`src/rtl/sync_fifo_param.sv`:
```
// sync_fifo_param: parametrised single-clock FIFO with occupancy flags, over/underflow pulses and optional FWFT read
module sync_fifo_param #(
  parameter int D_WIDTH   = 8,
  parameter int D_DEPTH   = 8,
  parameter int AF_THRESH = 6,
  parameter int AE_THRESH = 2,
  parameter int FWFT      = 0
) (
  input  logic                       clk,
  input  logic                       rst,
  input  logic                       w_en,
  input  logic [D_WIDTH-1:0]         w_data,
  input  logic                       r_en,
  output logic [D_WIDTH-1:0]         r_data,
  output logic                       r_valid,
  output logic                       isFull,
  output logic                       isEmpty,
  output logic                       almostFull,
  output logic                       almostEmpty,
  output logic [$clog2(D_DEPTH):0]   count,
  output logic                       overflow,
  output logic                       underflow
);
  localparam int AW = $clog2(D_DEPTH);
  localparam logic [AW:0] ONE = 1;
  localparam logic [AW:0] FULL = D_DEPTH[AW:0];
  localparam logic [AW:0] AF = AF_THRESH[AW:0];
  localparam logic [AW:0] AE = AE_THRESH[AW:0];
  logic [D_WIDTH-1:0] mem [D_DEPTH];
  logic [AW:0] wr_ptr, rd_ptr, count_nxt;
  logic rd_acc, wr_acc;
  always_comb begin
    rd_acc    = r_en & ~isEmpty;
    wr_acc    = w_en & (~isFull | rd_acc);
    count_nxt = count + {{AW{1'b0}}, wr_acc} - {{AW{1'b0}}, rd_acc};
  end
  always_ff @(posedge clk or posedge rst)
    if (rst) begin
      wr_ptr      <= '0;
      rd_ptr      <= '0;
      count       <= '0;
      isEmpty     <= 1'b1;
      isFull      <= 1'b0;
      almostEmpty <= 1'b1;
      almostFull  <= 1'b0;
      overflow    <= 1'b0;
      underflow   <= 1'b0;
    end else begin
      if (wr_acc) wr_ptr <= wr_ptr + ONE;
      if (rd_acc) rd_ptr <= rd_ptr + ONE;
      count       <= count_nxt;
      isEmpty     <= count_nxt == '0;
      isFull      <= count_nxt == FULL;
      almostEmpty <= count_nxt <= AE;
      almostFull  <= count_nxt >= AF;
      overflow    <= w_en & ~wr_acc;
      underflow   <= r_en & ~rd_acc;
    end
  always_ff @(posedge clk)
    if (wr_acc) mem[wr_ptr[AW-1:0]] <= w_data;
  if (FWFT != 0) begin : g_fwft
    always_comb begin
      r_valid = ~isEmpty;
      r_data  = isEmpty ? '0 : mem[rd_ptr[AW-1:0]];
    end
  end else begin : g_reg
    always_ff @(posedge clk or posedge rst)
      if (rst) begin
        r_valid <= 1'b0;
        r_data  <= '0;
      end else begin
        r_valid <= rd_acc;
        if (rd_acc) r_data <= mem[rd_ptr[AW-1:0]];
      end
  end
endmodule

```
`config.mk`:
```
export PLATFORM = sky130hd
export DESIGN_NAME = sync_fifo_param
export DESIGN_NICKNAME = d
export VERILOG_FILES = /design/src/rtl/sync_fifo_param.sv
export SDC_FILE = /design/constraint.sdc
export NUM_CORES = 1
export LEC_CHECK = 0
export BUFFER_PORTS_ARGS = -buffer_cell sky130_fd_sc_hd__clkbuf_2
export CAP_MARGIN = 0
export CORE_ASPECT_RATIO = 0.8
export CORE_MARGIN = 10
export CORE_UTILIZATION = 43
export CTS_CLUSTER_SIZE = 30
export DETAILED_ROUTE_END_ITERATION = 10
export PLACE_DENSITY_LB_ADDON = 0.1
export SLEW_MARGIN = 5
export SYNTH_ARGS = -nofsm -noshare
export SYNTH_HDL_FRONTEND = slang
export SYNTH_SLANG_ARGS = --single-unit
```
`constraint.sdc`:
```
create_clock -name clk -period 6.9 [get_ports clk]
set_input_delay 0.69 -clock clk [delete_from_list [all_inputs] [get_ports clk]]
set_output_delay 0.69 -clock clk [all_outputs]
set_load 0.1 [all_outputs]
```
### Word level (Yosys, flattened, before mapping)

Memory sizes are Yosys's and may differ from the RTL's. A register that Yosys moved wholly into a read port is not among the register bits.
Cells that the tools add are included.

| word-level totals | value |
|---|---|
| bits in registers | 19 |
| RAM bits | 64 |
| memories kept | 1 |

Memory list:

| name | depth | bits a word | rd ports | clocked after Yosys merged registers in | wr ports | RTL line | source |
|---|---|---|---|---|---|---|---|
| mem | 8 | 8 | 1 | 1 | 1 | 29 | `logic [D_WIDTH-1:0] mem [D_DEPTH];` |

| cells by class | value |
|---|---|
| add/subtract/negate cells | 4 |
| order comparisons | 2 |
| eq/ne operators | 1 |
| muxes and demuxes | 2 |
| bitwise gates (word level) | 9 |
| reduce and logical (&&, ||, !) cells | 1 |

Operator list:

| cell | count |
|---|---|
| 4-bit by 1-bit adder with 4-bit output, second input constant | 2 |
| 4-bit by 1-bit adder with 4-bit output | 1 |
| 1-bit bitwise AND | 4 |
| 4-bit == test, second input constant | 1 |
| 4-bit by 3-bit greater-or-equal comparator with 1-bit output, second input constant | 1 |
| 4-bit by 2-bit less-or-equal comparator with 1-bit output, second input constant | 1 |
| 4-bit logical NOT | 1 |
| 1-bit NOT | 4 |
| 4-bit by 1-bit subtractor with 4-bit output | 1 |
| 1-bit 2-to-1 mux | 2 |
| 1-bit bitwise OR | 1 |

### Longest topological paths before layout

Gate-level depths: netlist of run 1.

| depth | value |
|---|---|
| depth in word-level cells | 7 |
| gate-level depth with buffers | 10 |
| mapped depth without buffers | 10 |

### Worst setup path before layout of run 1

No wires, ideal clock.

| timing | value |
|---|---|
| path type | reg-to-reg |
| from | register isEmpty |
| to | register almostFull |
| library setup time | 0.118 ns |
| data arrival time | 2.545 ns |
| data required time | 6.782 ns |
| slack | 4.237 ns |
| cell stages (with the launch flop) | 10 |
| cells stage by stage | dfstp_2 > nand2b_4 > inv_2 > buf_4 > ha_1 > inv_1 > ha_1 > fa_1 > xor2_2 > a21o_1 |

| between the ends | value |
|---|---|
| word-level cells in the longest chain between the ends | 7 |

Ends and longest elaborated chain:

| element | RTL line | source |
|---|---|---|
| start, declared | 17 | `output logic isEmpty,` |
| start signal, assigned | 42 | `isEmpty <= 1'b1;` |
| start signal, assigned | 52 | `isEmpty <= count_nxt == '0;` |
| 1-bit NOT * | 33 | `rd_acc = r_en & ~isEmpty;` |
| 1-bit bitwise AND * | 33 |  |
| net rd_acc | 31 | `logic rd_acc, wr_acc;` |
| 1-bit bitwise OR | 34 | `wr_acc = w_en & (~isFull \| rd_acc);` |
| 1-bit bitwise AND | 34 |  |
| 4-bit by 1-bit adder with 4-bit output | 35 | `count_nxt = count + {{AW{1'b0}}, wr_acc} - {{AW{1'b0}}, rd_acc};` |
| 4-bit by 1-bit subtractor with 4-bit output * | 35 |  |
| net count_nxt[2] | 30 | `logic [AW:0] wr_ptr, rd_ptr, count_nxt;` |
| 4-bit by 3-bit greater-or-equal comparator with 1-bit output * | 55 | `almostFull <= count_nxt >= AF;` |
| end signal, assigned | 45 | `almostFull <= 1'b0;` |
| end signal, assigned | 55 |  |
| end, declared | 18 | `output logic almostFull,` |

Mark *: on every way through the listed nets, which the timed path passes. The rest lies on a longest branch.
A chain may end at the register's enable or synchronous reset.

### Final worst setup path of run 1

| timing | value |
|---|---|
| from | register isEmpty |
| to | register isEmpty |

| between the ends | value |
|---|---|
| word-level cells in the longest chain between the ends | 7 |

Ends and longest elaborated chain:

| element | RTL line |
|---|---|
| 1-bit NOT * | 33 |
| 1-bit bitwise AND * | 33 |
| 1-bit bitwise OR | 34 |
| 1-bit bitwise AND | 34 |
| 4-bit by 1-bit adder with 4-bit output | 35 |
| 4-bit by 1-bit subtractor with 4-bit output * | 35 |
| net count_nxt[2] | 30 |
| 4-bit logical NOT * | 52 |

Marks and branches as above.

==> results.toml, run 1 <==
[floorplanning]
start_util_pct = 44.7
die_h_um = 102
die_x_um = 122
core_area_um2 = 8060
rows = 29
die-area_um2 = 12400
io_pins = 31

[timing]
holdWs_ns = 0.485
period_share_pct = 35.6
setup_violations = 0
skew_ns = 0.00699
tightest_slew_ns = 1.05
slew_violations = 0
rsz0062_at_grt = "false"
fmax_mhz = 407
min_period_ns = 2.46
finalHoldViolations = 0
slew_headroom_pct = 29.7
fin_setup_tns_ns = 0

[detailed_routing]
drt_wl_total_um = 7070
wl_per_cell_um = 19.1
viasPerCell = 5.06
drtIter0Drc = 138
drc = 0
drtPass1Iterations = 4
num_vias = 1873
antenna_left = 0

[setup_path]
critPathRequiredTime_ns = 7.16
cp.arrival_ns = 2.72
critical_path_class = "flip-flop to flip-flop"
cp_max_fo = 13
start_kind = "flip-flop"
end_kind = "flip-flop"

[clock_network]
root_buffer = "clkbuf_8"
clockBufferDepth = 2
post-cts-setup-buffer-count = 0
numClockSinks = 89
cts_resized = 0
cts-buffers-inserted = 9
ctsHtreeMaxLevel = 3
hold_buffers = 0
cts_tree = "built"
clk_latency_ns = 0.35
clk_pin_slew_worst_paths_ns = 0.09

[job]
cap_violations = 0

[synth]
synth-edff-count = 64
synth_top_area_share_pct = 53.4
ys_ff_latch = 89
syn_nets = 242
synth_top_area_cell = "edfxtp_1"
syn-instance-count = 223
avgSynthCellArea_um2 = 16.1
ys_types = 35
yosys_most_used_dff = "edfxtp_1"
yosysWarnings = 0
async_flop_share_pct = 28.1
synth_seq_area_share_pct = 70.9
synth.area.top_cells = "edfxtp_1, dfrtp_1, mux2i_1, a22oi_1, nand2_1"
synthesis.area_um2 = 3600

[placed_design]
gp_congestion = 0.752
dp_hpwl_um = 4490
portBuffers = 30

[global_routing]
grt_max_degree = 35
grt_pass1_vias = 1875
antenna_found_initial = 0
overflow = 0
grt_pass1_wl_um = 10800
grt_use_total_pct = 11.7

[layout]
layout_commonest_cell = "edfxtp_1"
finalNetCount = 276
final_cell_mix = "edfxtp_1, mux2i_1, clkbuf_2, nand2_1, dfrtp_1"
drive_above_1_share_pct = 24.4
area_delta_synth_final_pct = 12.5
antennaDiodeCount = 0

[outcome]
status = "completed"

[min_path]
hold_class = "flip-flop to flip-flop"
-- final timing paths --
kind                           start         to  slack, ns  cells after the start
min                        r_data[7]  r_data[7]       0.48                      2
max                          isEmpty    isEmpty       4.44                      8
max in group asynchronous        rst  rd_ptr[0]       5.71                      2
max reg2reg                  isEmpty    isEmpty       4.44                      8
min reg2reg                r_data[7]  r_data[7]       0.48                      2
min in group asynchronous        rst  underflow       0.54                      2
-- worst max-delay path: stages (launching register included) --
cell and delay (ns):
dfstp_2 0.54, nand2b_4 0.24, inv_2 0.16, ha_1 0.31, inv_1 0.04, ha_1 0.20
fa_1 0.41, xor2_2 0.20, nor4_2 0.25
-- flip-flops by register name (all words and copies together), names as in the netlist, 3 cells and up --
name    flops
count       4
r_data      8
rd_ptr      3
mem        64
wr_ptr      3
-- kinds of logic (layout without fill, tap and decap cells) --
kind of cell               count (synthesis)  after routing  synth area share [%]
adders and majority gates                  7              7                  2.64
DFF                                       89             89                  70.9
and+or+nand+nor                           50             50                  7.03
AOI/OAI and AO/OA                         21             21                  4.87
xor gates and xnor gates                   7              7                  2.12
buffers and inverters                     16             55                  3.23
muxes                                     33             33                  9.22
-- cells in the mapped netlist, types with 2 or more instances --
cell	n
nor2b_1	2
ha_1	6
nand2_1	23
nor3_1	4
nand3_1	8
buf_12	2
a21o_1	2
edfxtp_1	64
dfrtp_1	23
buf_2	3
xnor2_1	4
buf_6	2
nor2_1	4
inv_2	2
dfstp_2	2
a22oi_1	16
and2_1	2
mux2i_1	32
inv_1	5
nand2b_1	2
-- through the flow --
stage / utilization [%] / setup slack [ns] / std cells / area [µm²]
after floorplan: - / 4.24 / 223 / 3600
after global placement: 47.5 / 4.15 / 354 / 3830
after detailed placement: 47.5 / 4.07 / 354 / 3830
after CTS: 50.2 / 4.40 / 370 / 4050
after global routing: 50.2 / 4.30 / 370 / 4050
final: 50.2 / 4.44 / 370 / 4050
-- area by class of cell --
| type | instances | area (µm²) |
|---|---|---|
| fillers | 705 | 4010 |
| clock inverters | 7 | 93.8 |
| flip-flops and latches | 89 | 2550 |
| clock buffers | 9 | 124 |
| repair buffers | 32 | 165 |
| well taps | 108 | 135 |
| inverters | 7 | 26.3 |
| multi-input cells | 118 | 952 |
-- metal layers --
metal	vias up	wire length [µm]	GRT usage [%]
li1	894	-	-
met1	942	3370	15.4
met2	29	3380	18.4
met3	8	247	3.50
met4	0	70	3.53
met5	-	0	0
Power of run 1 is not shown: default switching activity piles up to over one toggle a cycle in this logic, so the estimate is an artifact.
==> run 2, diff against run 1 <==
--- a/config.mk
+++ b/config.mk
@@ -5,6 +5,7 @@
 export SDC_FILE = /design/constraint.sdc
 export NUM_CORES = 1
 export LEC_CHECK = 0
+export ABC_AREA = 1
 export BUFFER_PORTS_ARGS = -buffer_cell sky130_fd_sc_hd__clkbuf_2
 export CAP_MARGIN = 0
 export CORE_ASPECT_RATIO = 0.8
==> constraint.sdc (replaced) <==
create_clock -name clk -period 2.3 [get_ports clk]
set_input_delay 0.23 -clock clk [delete_from_list [all_inputs] [get_ports clk]]
set_output_delay 0.23 -clock clk [all_outputs]
set_load 0.1 [all_outputs]
==> run 2 against run 1 <==
Clock skew is 0.0023 ns higher; flip-flop and latch count did not move; critical path depth is 5 higher; synthesized area grew 5.9%; global-route usage up 1.3 points; register-to-register slack lost 4.3 ns; first-iteration DRC count rose by 22%; critical path type unchanged; critical endpoint is now isFull; largest cell class unchanged; highest routed layer unchanged.
==> results.toml, run 2 <==
[outcome]
status = "completed"

[clock_network]
root_buffer = "clkbuf_8"
cts_tree = "built"
cts-buffers-inserted = 9
clockBufferDepth = 2
numClockSinks = 89
clk_latency_ns = 0.35
ctsHtreeMaxLevel = 3
hold_buffers = 0
clk_pin_slew_worst_paths_ns = 0.09

[detailed_routing]
routed.top_layer = "met4"
antenna_left = 0
wl_per_cell_um = 15.5
drc = 0
drtPass1Iterations = 4
drtIter0Drc = 168
drt_wl_total_um = 8160
viasPerCell = 4.71
wl_met2_um = 3740
wl_met1_um = 3670
met3WireLength_um = 620
num_vias = 2489

[floorplanning]
rows = 30
die-area_um2 = 13000
die_h_um = 104
core_area_um2 = 8560
io_pins = 31
die_x_um = 125
start_util_pct = 44.5

[setup_path]
cpMostUsedCell = "inv_2"
critPathRequiredTime_ns = 2.56
crit_chain = "inv_2 > nand2_4 > a21oi_4 > inv_2 > ha_4 > inv_2 > ha_4 > fa_2 > or2_4 > nand2_2 > inv_2 > nand3_2 > nor2_1"
cp_num_buf_inv = 4
end_kind = "flip-flop"
slowest_stage = "dfstp_4"
critical_path_class = "flip-flop to flip-flop"
cp_max_fo = 4
cp.arrival_ns = 2.46
start_kind = "flip-flop"
slowest_delay_ns = 0.48
cp_top_family = "adder cells"

[layout]
ff_latch_area_um2 = 2550
final_cell_mix = "nand2_1, edfxtp_1, inv_1, nand3_1, clkbuf_2"
fillers = 784
drive_above_1_share_pct = 18.5
layout_commonest_cell = "nand2_1"
finalNetCount = 430
largest_reg_flops = 64
antennaDiodeCount = 0
final_util_pct = 51.4
multi_input_area_um2 = 972
area_delta_synth_final_pct = 15.4
final_cell_area_um2 = 4400

[global_routing]
overflow = 0
grt_max_degree = 34
grt_use_total_pct = 13.1
grt_pass1_wl_um = 13300
grt_pass1_vias = 2444
antenna_found_initial = 0

[placed_design]
placed_cell_area_um2 = 4170
gp_congestion = 0.763
portBuffers = 30
dp_hpwl_um = 5180
pre_cts_ws_ns = 0.0744

[timing]
worst_slack_ns = 0.0958
fmax_mhz = 454
slew_violations = 0
period_share_pct = 95.8
tightest_slew_ns = 0.968
slew_headroom_pct = 35.4
fin_setup_tns_ns = 0
setup_violations = 0
finalHoldViolations = 0
skew_ns = 0.00929
min_period_ns = 2.20

[synth]
synthesis.area_um2 = 3810
synth.area.top_cells = "edfxtp_1, dfrtp_1, nand2_1, nand3_1, inv_1"
synth-edff-count = 64
avgSynthCellArea_um2 = 10.4
synth_most_common_cell = "nand2_1"
async_flop_share_pct = 28.1
yosysWarnings = 0
synth_seq_area_share_pct = 66.9
ys_types = 21
syn-instance-count = 368
synth_top_area_share_pct = 50.4
yosys_most_used_dff = "edfxtp_1"
ys_ff_latch = 89
synth_commonest_cells = "nand2_1, edfxtp_1, inv_1"
synth_top_area_cell = "edfxtp_1"
syn_nets = 387

[power_and_ir_drop]
vdd_ir_drop_max_uv = 991
power_density_nw_per_um2 = 1410
p_leak_nw = 2.03

[job]
cap_violations = 0

[min_path]
hold_class = "input port to asynchronous set/reset pin"
==> run 2: timing repair <==
item | CTS | global route
endpoints found under the setup margin | 0 | 3
buffers inserted | 0 | 1
hold endpoints to repair | 0 | 0
resized for setup | 0 | 2
==> run 2: power breakdown <==
group / switching [mW] / leakage (nW) / internal (mW)
clock: 0.524 / 0.0976 / 0.605
sequential: 0.150 / 0.881 / 2.07
combinational: 2.20 / 1.05 / 0.663
total: 2.87 / 2.03 / 3.33
==> run 2: final timing paths <==
check	from	endpoint	slack, ns	cells after the start
worst max-delay path	isEmpty	isFull	0.1	13
worst min-delay path	rst	isFull	0.07	2
worst max register to register	isEmpty	isFull	0.1	13
worst min register to register	r_data[0]	r_data[0]	0.48	2
max in group asynchronous	rst	isFull	1.59	2
min in group clk	r_en	underflow	0.10	3
==> run 2: worst reg2reg max path: stages, from the launching register on <==
cell,delay (ns)
dfstp_4,0.48
inv_2,0.06
nand2_4,0.08
a21oi_4,0.18
inv_2,0.08
ha_4,0.26
inv_2,0.03
ha_4,0.15
fa_2,0.35
or2_4,0.23
nand2_2,0.08
inv_2,0.04
nand3_2,0.06
nor2_1,0.04
==> run 2: area by class of cell <==
type	count	share of cell area, %
flip-flops and latches	89	58.1
clock inverters	6	1.88
well taps	112	3.19
repair buffers	45	5.98
multi-input cells	198	22.1
clock buffers	10	2.90
inverters	68	5.81
==> run 2: cell families (layout without fill, tap and decap cells) <==
| logic type | count (synthesis) | in the layout | synth area share (%) |
|---|---|---|---|
| xor+xnor | 5 | 5 | 1.15 |
| buf+inv | 81 | 129 | 8.67 |
| fa+ha+maj | 7 | 7 | 2.50 |
| compound gates | 6 | 6 | 1.08 |
| flops | 89 | 89 | 66.9 |
| simple gates | 180 | 180 | 19.7 |
==> run 2: per-stage QoR <==
stage	instances	hold WS, ns	power (mW)
2_1_floorplan	368	0.256	4.50
3_3_place_gp	511	0.451	5.10
3_5_place_dp	511	0.453	5.13
4_1_cts	527	0.0738	6.27
5_1_grt	528	0.117	6.65
6_report	528	0.0696	6.20
==> run 2: metal layers <==
| layer | vias to the layer above | global-route usage (%) |
|---|---|---|
| met4 | 0 | 4.35 |
| li1 | 1246 | - |
| met3 | 15 | 3.87 |
| met2 | 62 | 19.8 |
| met1 | 1166 | 17.4 |
| met5 | - | 0 |
No activity file was read; power rests on OpenSTA's default activity.
==> run 3, diff against run 2 <==
--- a/config.mk
+++ b/config.mk
@@ -8,7 +8,6 @@
 export ABC_AREA = 1
 export BUFFER_PORTS_ARGS = -buffer_cell sky130_fd_sc_hd__clkbuf_2
 export CAP_MARGIN = 0
-export CORE_ASPECT_RATIO = 0.8
 export CORE_MARGIN = 10
 export CORE_UTILIZATION = 43
 export CTS_CLUSTER_SIZE = 30
==> run 3 against run 2 <==
Sequential share of layout area is 0.86 points lower; fmax grew 0.18%; highest routed layer unchanged; sequential power is essentially flat; total power increased by 0.24%; non-clock buffer count grew 9; via count did not move; worst hold slack improved by 0.031 ns; final cell count rose by 0.95%; global-route usage is 0.062 points lower; first-iteration DRC count is 20% lower; count of clock-buffer cells in the layout rose by 1.
==> results.toml, run 3 (synthesized netlist as in run 2, its figures left out) <==
[detailed_routing]
wl_met2_um = 3680
viasPerCell = 4.67
wl_met1_um = 3770
antenna_left = 0
routed.top_layer = "met4"
drtIter0Drc = 135
drc = 0
drt_wl_total_um = 7940
met3WireLength_um = 352
wl_per_cell_um = 14.9
num_vias = 2489
drtPass1Iterations = 6

[layout]
ff_latch_area_um2 = 2550
instances_no_fill = 533
largest_reg_flops = 64
fillers = 782
final_cell_mix = "nand2_1, edfxtp_1, inv_1, nand3_1, clkbuf_2"
drive_above_1_share_pct = 20.0
area_delta_synth_final_pct = 17.1
layout_commonest_cell = "nand2_1"
antennaDiodeCount = 0
multi_input_area_um2 = 972
finalNetCount = 439

[setup_path]
critical_path_class = "flip-flop to flip-flop"
end_kind = "flip-flop"
r2r.worst_path.cells = 12
r2r-end = "almostFull"
critPathRequiredTime_ns = 2.59
cp_max_fo = 4
timing.rr.start = "isEmpty"
start_kind = "flip-flop"
cpMostUsedCell = "inv_2"
slowest_stage = "dfstp_4"
cp.arrival_ns = 2.49
crit_chain = "inv_2 > nand2_4 > a21oi_4 > inv_2 > ha_4 > inv_2 > ha_4 > fa_2 > or2_4 > nand2_2 > inv_2 > o21ai_0"
slowest_delay_ns = 0.47
r2r_slack_ns = 0.1

[timing]
setup_violations = 0
period_share_pct = 95.7
tightest_slew_ns = 0.620
rsz0062_at_grt = "false"
slew_violations = 0
skew_ns = 0.0101
fmax_mhz = 454
worst_slack_ns = 0.0998
min_period_ns = 2.20
slew_headroom_pct = 58.6
finalHoldViolations = 0

[floorplanning]
die_x_um = 114
core_area_um2 = 8680
die_h_um = 114
io_pins = 31
die-area_um2 = 13000
rows = 34
start_util_pct = 43.9

[power_and_ir_drop]
power_density_nw_per_um2 = 1390
p_leak_nw = 2.08
vdd_ir_drop_max_uv = 571

[clock_network]
clk_pin_slew_worst_paths_ns = 0.09
numClockSinks = 89
clk_latency_ns = 0.36
root_buffer = "clkbuf_8"
cts-buffers-inserted = 9
cts_tree = "built"
ctsHtreeMaxLevel = 3
clockBufferDepth = 2

[job]
cap_violations = 0

[global_routing]
overflow = 0
grt_max_degree = 34
antenna_found_initial = 0
grt_pass1_vias = 2392
grt_use_total_pct = 13.0
grt_pass1_wl_um = 13000

[outcome]
status = "completed"

[placed_design]
pre_cts_ws_ns = 0.0972
dp_hpwl_um = 5230
gp_congestion = 0.782
portBuffers = 30
placed_cells = 515

[min_path]
hold_class = "input port to flip-flop"
min_from = "r_en"
hold_depth = 3
min_to = "underflow"
## run 3: cell types whose count changed in the layout (fill, tap and decap cells not counted), sizes merged
cell         previous run  this run
clkinvlp                2         1
clkbuf                 40        41
buf                    15        23
dlygate4sd3             0         1
## run 3: layout make-up
type	instances	share of cell area (%)
timing repair buffer	54	7.46
tap	108	3.03
clock buffer	11	2.94
sequential	89	57.3
inverter	68	5.72
clock inverter	5	1.79
multi-input combinational	198	21.8
## run 3: worst max-delay path by stage
stage / end / cells after the start / startpoint
2_1_floorplan: isFull / 13 / isEmpty
3_3_place_gp: almostFull / 11 / isEmpty
3_5_place_dp: almostFull / 11 / isEmpty
4_1_cts: almostFull / 11 / isEmpty
5_1_grt: isFull / 13 / isEmpty
6_report: almostFull / 12 / isEmpty
## run 3: worst max-delay path, delay by kind of cell, from the launching register on
kind,cells,cell delay [ns]
AND/OR/NAND/NOR,3,0.37
buffers and inverters,4,0.22
flip-flops,1,0.47
AO/OA/AOI/OAI,2,0.29
adder cells (fa/ha/maj),3,0.76
## run 3: stage by stage
step / instance area, µm² / utilization (%) / hold slack, ns / TNS [ns] / power (mW)
3_3_place_gp: 4230 / 48.7 / 0.315 / 0 / 5.09
2_1_floorplan: 3860 / - / 0.256 / -0.490 / 4.50
6_report: 4460 / 51.4 / 0.100 / 0 / 6.22
4_1_cts: 4450 / 51.3 / 0.0654 / 0 / 6.28
5_1_grt: 4460 / 51.4 / 0.109 / 0 / 6.67
3_5_place_dp: 4230 / 48.7 / 0.335 / 0 / 5.12
## run 3: timing repair
item | CTS | global route
hold buffers | 1 | 0
hold endpoints to repair | 13 | 0
gates resized for setup | 0 | 2
endpoints found under the setup margin | 0 | 2
setup buffers | 0 | 1
## run 3: routing by layer
layer,track usage [%],vias to the layer above
met3,3.51,10
met5,0,-
met1,17.1,1167
met2,19.7,48
li1,-,1264
met4,5.85,0
## run 3: where the power goes
| group | total (mW) | switching (mW) | internal (mW) | leakage [nW] |
|---|---|---|---|---|
| clock | 1.16 | 0.546 | 0.611 | 0.101 |
| sequential | 2.21 | 0.145 | 2.06 | 0.881 |
| combinational | 2.85 | 2.16 | 0.688 | 1.10 |
